### src/rtl/riscv_core_div.sv
// Iterative radix-2 restoring divider for RV64M DIV/DIVU/REM/REMU and their W forms.
// Divides operand magnitudes one quotient bit per cycle, then fixes up sign and width on the final step.
module riscv_core_div #(
  parameter int XLEN = 64
) (
  input  logic            i_div_clk,
  input  logic            i_div_rst_n,
  input  logic            i_div_valid,
  output logic            o_div_ready,
  input  logic [1:0]      i_div_op,
  input  logic            i_div_word,
  input  logic [XLEN-1:0] i_div_rs1,
  input  logic [XLEN-1:0] i_div_rs2,
  input  logic [4:0]      i_div_rd,
  input  logic            i_div_flush,
  output logic            o_div_valid,
  input  logic            i_div_ack,
  output logic [XLEN-1:0] o_div_result,
  output logic [4:0]      o_div_rd,
  output logic            o_div_busy
);

  localparam int CW = $clog2(XLEN) + 1;

  typedef enum logic [1:0] {IDLE, CALC, DONE} state_t;

  state_t          state;
  logic [1:0]      op;
  logic            word;
  logic            qneg, rneg;
  logic [XLEN-1:0] quo, rem, dvs;
  logic [CW-1:0]   count;

  logic            sgn_in, a_neg, b_neg, div_zero, overflow;
  logic [XLEN-1:0] a_ext, b_ext, a_mag, b_mag, quo_load, special_q, special_r;
  logic [XLEN:0]   rem_sh, rem_sub;
  logic [XLEN-1:0] rem_nxt, quo_nxt, fin;

  function automatic logic [XLEN-1:0] sext32(input logic [31:0] v);
    return {{(XLEN-32){v[31]}}, v};
  endfunction

  // Operand preparation and special-case detection on the incoming request.
  always_comb begin
    sgn_in = ~i_div_op[0];
    if (i_div_word) begin
      a_ext = sgn_in ? sext32(i_div_rs1[31:0]) : {{(XLEN-32){1'b0}}, i_div_rs1[31:0]};
      b_ext = sgn_in ? sext32(i_div_rs2[31:0]) : {{(XLEN-32){1'b0}}, i_div_rs2[31:0]};
    end else begin
      a_ext = i_div_rs1;
      b_ext = i_div_rs2;
    end
    a_neg    = sgn_in & a_ext[XLEN-1];
    b_neg    = sgn_in & b_ext[XLEN-1];
    a_mag    = a_neg ? -a_ext : a_ext;
    b_mag    = b_neg ? -b_ext : b_ext;
    div_zero = (b_ext == '0);
    overflow = sgn_in && (b_ext == '1) &&
               (a_ext == (i_div_word ? {{(XLEN-31){1'b1}}, 31'b0} : {1'b1, {(XLEN-1){1'b0}}}));
    // W forms park the 32-bit dividend at the top so the MSB is consumed first.
    quo_load  = i_div_word ? (a_mag << (XLEN-32)) : a_mag;
    special_q = div_zero ? '1 : a_ext;
    special_r = div_zero ? (i_div_word ? sext32(i_div_rs1[31:0]) : i_div_rs1) : '0;
  end

  // One restoring step plus the sign/width fix-up used on the last step.
  always_comb begin
    rem_sh  = {rem, quo[XLEN-1]};
    rem_sub = rem_sh - {1'b0, dvs};
    if (!rem_sub[XLEN]) begin
      rem_nxt = rem_sub[XLEN-1:0];
      quo_nxt = {quo[XLEN-2:0], 1'b1};
    end else begin
      rem_nxt = rem_sh[XLEN-1:0];
      quo_nxt = {quo[XLEN-2:0], 1'b0};
    end
    fin = op[1] ? rem_nxt : quo_nxt;
    if (!op[0] && (op[1] ? rneg : qneg)) fin = -fin;
    if (word) fin = sext32(fin[31:0]);
  end

  always_ff @(posedge i_div_clk or negedge i_div_rst_n) begin
    if (!i_div_rst_n) begin
      state        <= IDLE;
      op           <= '0;
      word         <= 1'b0;
      qneg         <= 1'b0;
      rneg         <= 1'b0;
      quo          <= '0;
      rem          <= '0;
      dvs          <= '0;
      count        <= '0;
      o_div_valid  <= 1'b0;
      o_div_result <= '0;
      o_div_rd     <= '0;
    end else if (i_div_flush) begin
      state       <= IDLE;
      o_div_valid <= 1'b0;
    end else begin
      case (state)
        IDLE: if (i_div_valid) begin
          op       <= i_div_op;
          word     <= i_div_word;
          o_div_rd <= i_div_rd;
          qneg     <= a_neg ^ b_neg;
          rneg     <= a_neg;
          if (div_zero || overflow) begin
            o_div_result <= i_div_op[1] ? special_r : special_q;
            o_div_valid  <= 1'b1;
            state        <= DONE;
          end else begin
            rem   <= '0;
            quo   <= quo_load;
            dvs   <= b_mag;
            count <= i_div_word ? CW'(32) : CW'(XLEN);
            state <= CALC;
          end
        end
        CALC: begin
          rem   <= rem_nxt;
          quo   <= quo_nxt;
          count <= count - 1'b1;
          if (count == CW'(1)) begin
            o_div_result <= fin;
            o_div_valid  <= 1'b1;
            state        <= DONE;
          end
        end
        DONE: if (i_div_ack) begin
          o_div_valid <= 1'b0;
          state       <= IDLE;
        end
        default: state <= IDLE;
      endcase
    end
  end

  assign o_div_ready = (state == IDLE);
  assign o_div_busy  = (state != IDLE);

endmodule

### config.mk
export PLATFORM = sky130hd
export DESIGN_NAME = riscv_core_div
export DESIGN_NICKNAME = d
export VERILOG_FILES = /design/src/rtl/riscv_core_div.sv
export SDC_FILE = /design/constraint.sdc
export NUM_CORES = 1
export LEC_CHECK = 0
export ABC_CLOCK_PERIOD_IN_PS = 10600
export CORE_MARGIN = 2
export CORE_UTILIZATION = 45
export DETAILED_ROUTE_END_ITERATION = 16
export GPL_TIMING_DRIVEN = 1
export PLACE_DENSITY_LB_ADDON = 0.3
export SLEW_MARGIN = 20
export SYNTH_ARGS = -nofsm -noshare
export SYNTH_HDL_FRONTEND = slang
export SYNTH_SLANG_ARGS = --single-unit
### constraint.sdc
create_clock -name i_div_clk -period 10.6 [get_ports i_div_clk]
set_clock_uncertainty 0.05 [all_clocks]
set_input_delay 2.12 -clock i_div_clk [delete_from_list [all_inputs] [get_ports i_div_clk]]
set_output_delay 2.12 -clock i_div_clk [all_outputs]
set_load 0.05 [all_outputs]
==> impl_results.md <==
* WS Path Type: input port to flip-flop
* Dpl cells at between 4,000 and 5,000
* Non-filler cells, final at just over 4,000
* First-pass GRT wire length at 153,600 um
* Via density at ~6.4
* Hold Path Class: flip-flop to flip-flop
* Fin crit share at 0.6964
* Tmin final at 7.382 ns
* Initial DRC count at approximately 3,600
* Hold worst-path end: qneg
* Final setup vio count at 0
* Syn Area/Cell at about 7.4 um2
* Sinks on Clock Net at about 280
* MaxCap Viol Count at 0
* Post-route cell area at about 28,000 um2
* Ys async rst share at 1.000
* Unrepaired setup endpoints after global routing: no
* Final setup TNS at 0 ns
* Max Fclk at between 100 and 150 MHz
* Critical Path End Type: flip-flop
* Initial Util at 0.4559
* Root Driver: clkbuf_16
* Critical Path Fanout Max at between 70 and 80
* Critical path launch point type: input port
* Core footprint at ~54,000 um2
* Cts bufs inserted at 35
* Wire per inst at 25.43 um
* Vias in the first global route at around 24,000
* Antenna Nets Post-Route at 0
* Seq/Total Area, Yosys at 0.2815
* Worst Path Required at around 11 ns
* Synthesized instance count at 3,326
* Syn Std Cell Area at ~25,000 um2
* Worst Setup SP: i_div_rs2[18]
* Setup Buffers After CTS at 0
* Power density cells at around 310 nW/um2
* Worst Min Path Start: qneg
* Post-CTS Hold Buffers at 0
* Syn_nets at around 3,500
* GRT Residual Overflow at 0
* Slew margin rel. at 0.2581
* Layout cells sized above 1 at 0.05834
* Status: finished clean
* Die height at approximately 240 um
* Main synth FF type: dfrtp_1
* Worst-margin pin slew at 1.109 ns
* Synth warnings at 0
* Die W at around 240 um
* Post-DP Area at around 27,000 um2
* # DRC at 0
* CTS tree: built
* Routed wire length at about 100,000 um
* Pins Over Slew Limit at 0
* RR Startpoint: rem[34]
* P&R area growth vs syn at 14.72%
* Min-Delay Path Depth at 2
* Die area at 56,410 um2
* Worst reg2reg path depth at 16
* Netlist cell types at approximately 100
* Final net count at ~3,600
* Post-DP HPWL at 80,450 um
* Clk slew on worst S/H paths at 0.06 ns
* # H-tree levels at 2
* Total power at 8.645 mW
* LEAKAGE at 11.58 nW
* Worst reg2reg setup slack at between 3 and 4 ns
* Flops & latches, synth at around 280
* Clock Latency Late Sink at 0.58 ns
* Port bufs at ~210
* Final Hold Violating Endpoints at 0
* DRT Pass-1 Iters at 7
* RR Endpoint: o_div_result[59]
* IO Count at around 210
* Tot GR Track Use at 0.3608
* Via count at 26,419
* CTS resizes at 0
* Worst EP arrival at between 7 and 8 ns
* Clock buffer depth at 3
* Placer congestion estimate at between 1 and 1.5
* VDD IR-drop max at roughly 210 uV
* Row cnt at 85
* Largest net degree at the start of global routing at ~120
* Initial antenna violation count at 4
* Diodes inserted at 0
* EDFF count, synth at 0
## logic make-up (layout without fill, tap and decap cells)
logic type | Yosys count | after routing | synth area share
xor+xnor | 217 | 217 | 0.07746
mux | 79 | 79 | 0.03396
compound gates | 1083 | 1083 | 0.2744
flops | 276 | 276 | 0.2815
buf+inv | 357 | 442 | 0.05895
simple gates | 1239 | 1239 | 0.2353
fa+ha+maj | 75 | 75 | 0.03845
## layer usage
metal	track usage	vias up	part of all wire
li1	-	12101	-
met2	0.5373	1521	0.42
met4	0.1708	2	0.057
met5	0	-	0.00012
met1	0.4920	12514	0.41
met3	0.08687	281	0.11
## where the power goes
| part | total [mW] | switching (mW) | internal (mW) |
|---|---|---|---|
| combinational | 5.50 | 3.78 | 1.72 |
| sequential | 1.88 | 0.415 | 1.46 |
| clock | 1.26 | 0.522 | 0.743 |
| total | 8.65 | 4.71 | 3.93 |
## flip-flops by register name, summed over array words and instances (netlist names)
signal        cells
dvs              64
o_div_result     64
quo              64
rem              64
count             7
o_div_rd          5
op                2
state             2
o_div_valid       1
qneg              1
rneg              1
word              1
## worst max path at each step
stage                             to  slack, ns  depth (start not counted)
finish              o_div_result[63]       3.22                         17
global route        o_div_result[63]       2.64                         17
CTS                 o_div_result[63]       3.32                         17
detailed placement  o_div_result[63]       2.79                         17
global placement    o_div_result[63]       3.01                         17
floorplan           o_div_result[14]       4.55                         13
## stage by stage
stage / hold WS [ns] / util / worst slack, ns
after global routing: 0.4434 / 0.5230 / 2.638
after floorplan: 0.3925 / - / 4.551
after detailed placement: 0.4095 / 0.5005 / 2.793
after CTS: 0.4244 / 0.5225 / 3.322
final: 0.4229 / 0.5230 / 3.218
after global placement: 0.4126 / 0.5005 / 3.009
## Yosys cell counts (18+ instances only)
master | count | area share
or3_1 | 40 | 0.010
nor2_1 | 332 | 0.051
clkbuf_1 | 168 | 0.026
xor2_1 | 101 | 0.036
o31ai_1 | 58 | 0.018
a31oi_1 | 45 | 0.011
buf_2 | 35 | 0.0071
mux2i_1 | 45 | 0.018
a21o_1 | 34 | 0.010
nor2b_1 | 18 | 0.0046
o21ai_0 | 302 | 0.062
nand2_1 | 456 | 0.070
a221oi_1 | 24 | 0.0086
dfrtp_1 | 276 | 0.28
ha_1 | 73 | 0.037
nor3_1 | 88 | 0.018
a211oi_1 | 43 | 0.013
o21a_1 | 29 | 0.0089
nor4_1 | 31 | 0.0079
a21oi_1 | 335 | 0.068
xnor2_1 | 116 | 0.041
inv_1 | 124 | 0.019
mux2_2 | 34 | 0.016
nand3_1 | 81 | 0.017
nand4_1 | 63 | 0.016
## layout make-up
class	instances	area [um2]
multi-input cells	2693	16240
well taps	696	870.8
clock buffers	51	1057
clock inverters	9	125.1
fillers	5302	25670
inverters	127	476.7
repair buffers	255	2467
flip-flops and latches	276	6910
## critical path, stage by stage
cell and delay [ns]:
clkdlybuf4s50_1 0.52, or4_1 0.63, nor4_1 0.37, nor3b_1 0.38
nand4_1 0.38, nor3_1 0.44, nand4_1 0.13, buf_4 0.25
o41ai_1 0.19, a31oi_1 0.23, or3_2 0.76, buf_4 0.46
a21oi_1 0.22, a21oi_1 0.11, a2111oi_0 0.40, mux2i_1 0.13
nand2_1 0.09
## placed cells by master (no fill, tap or decap), drive strengths merged, types with 10 or more instances in the layout
cell           netlist  layout
o22ai               12      12
a41oi               11      11
a211oi              45      45
nor2b               18      18
nor3b               13      13
o21bai              16      16
nor3                91      91
o41ai               10      10
ha                  73      73
a22o                10      10
nand4               65      65
o31ai               60      60
a21o                34      34
nor2               333     333
mux2                34      34
mux2i               45      45
and2                19      19
clkdlybuf4s50        0     210
inv                126     128
buf                 59      45
a31oi               45      45
or4                 16      16
and3                13      13
o21a                30      30
nand3               82      82
clkbuf             171      51
nand2b              12      12
or2                 14      14
a2111oi             17      17
nor4                35      35
or3                 40      40
o211ai              15      15
a311oi              12      12
xnor2              116     116
o21ai              320     320
nand2              456     456
xor2               101     101
a21oi              338     338
a221oi              26      26
dfrtp              276     276
No activity file was read; power rests on OpenSTA's default activity.
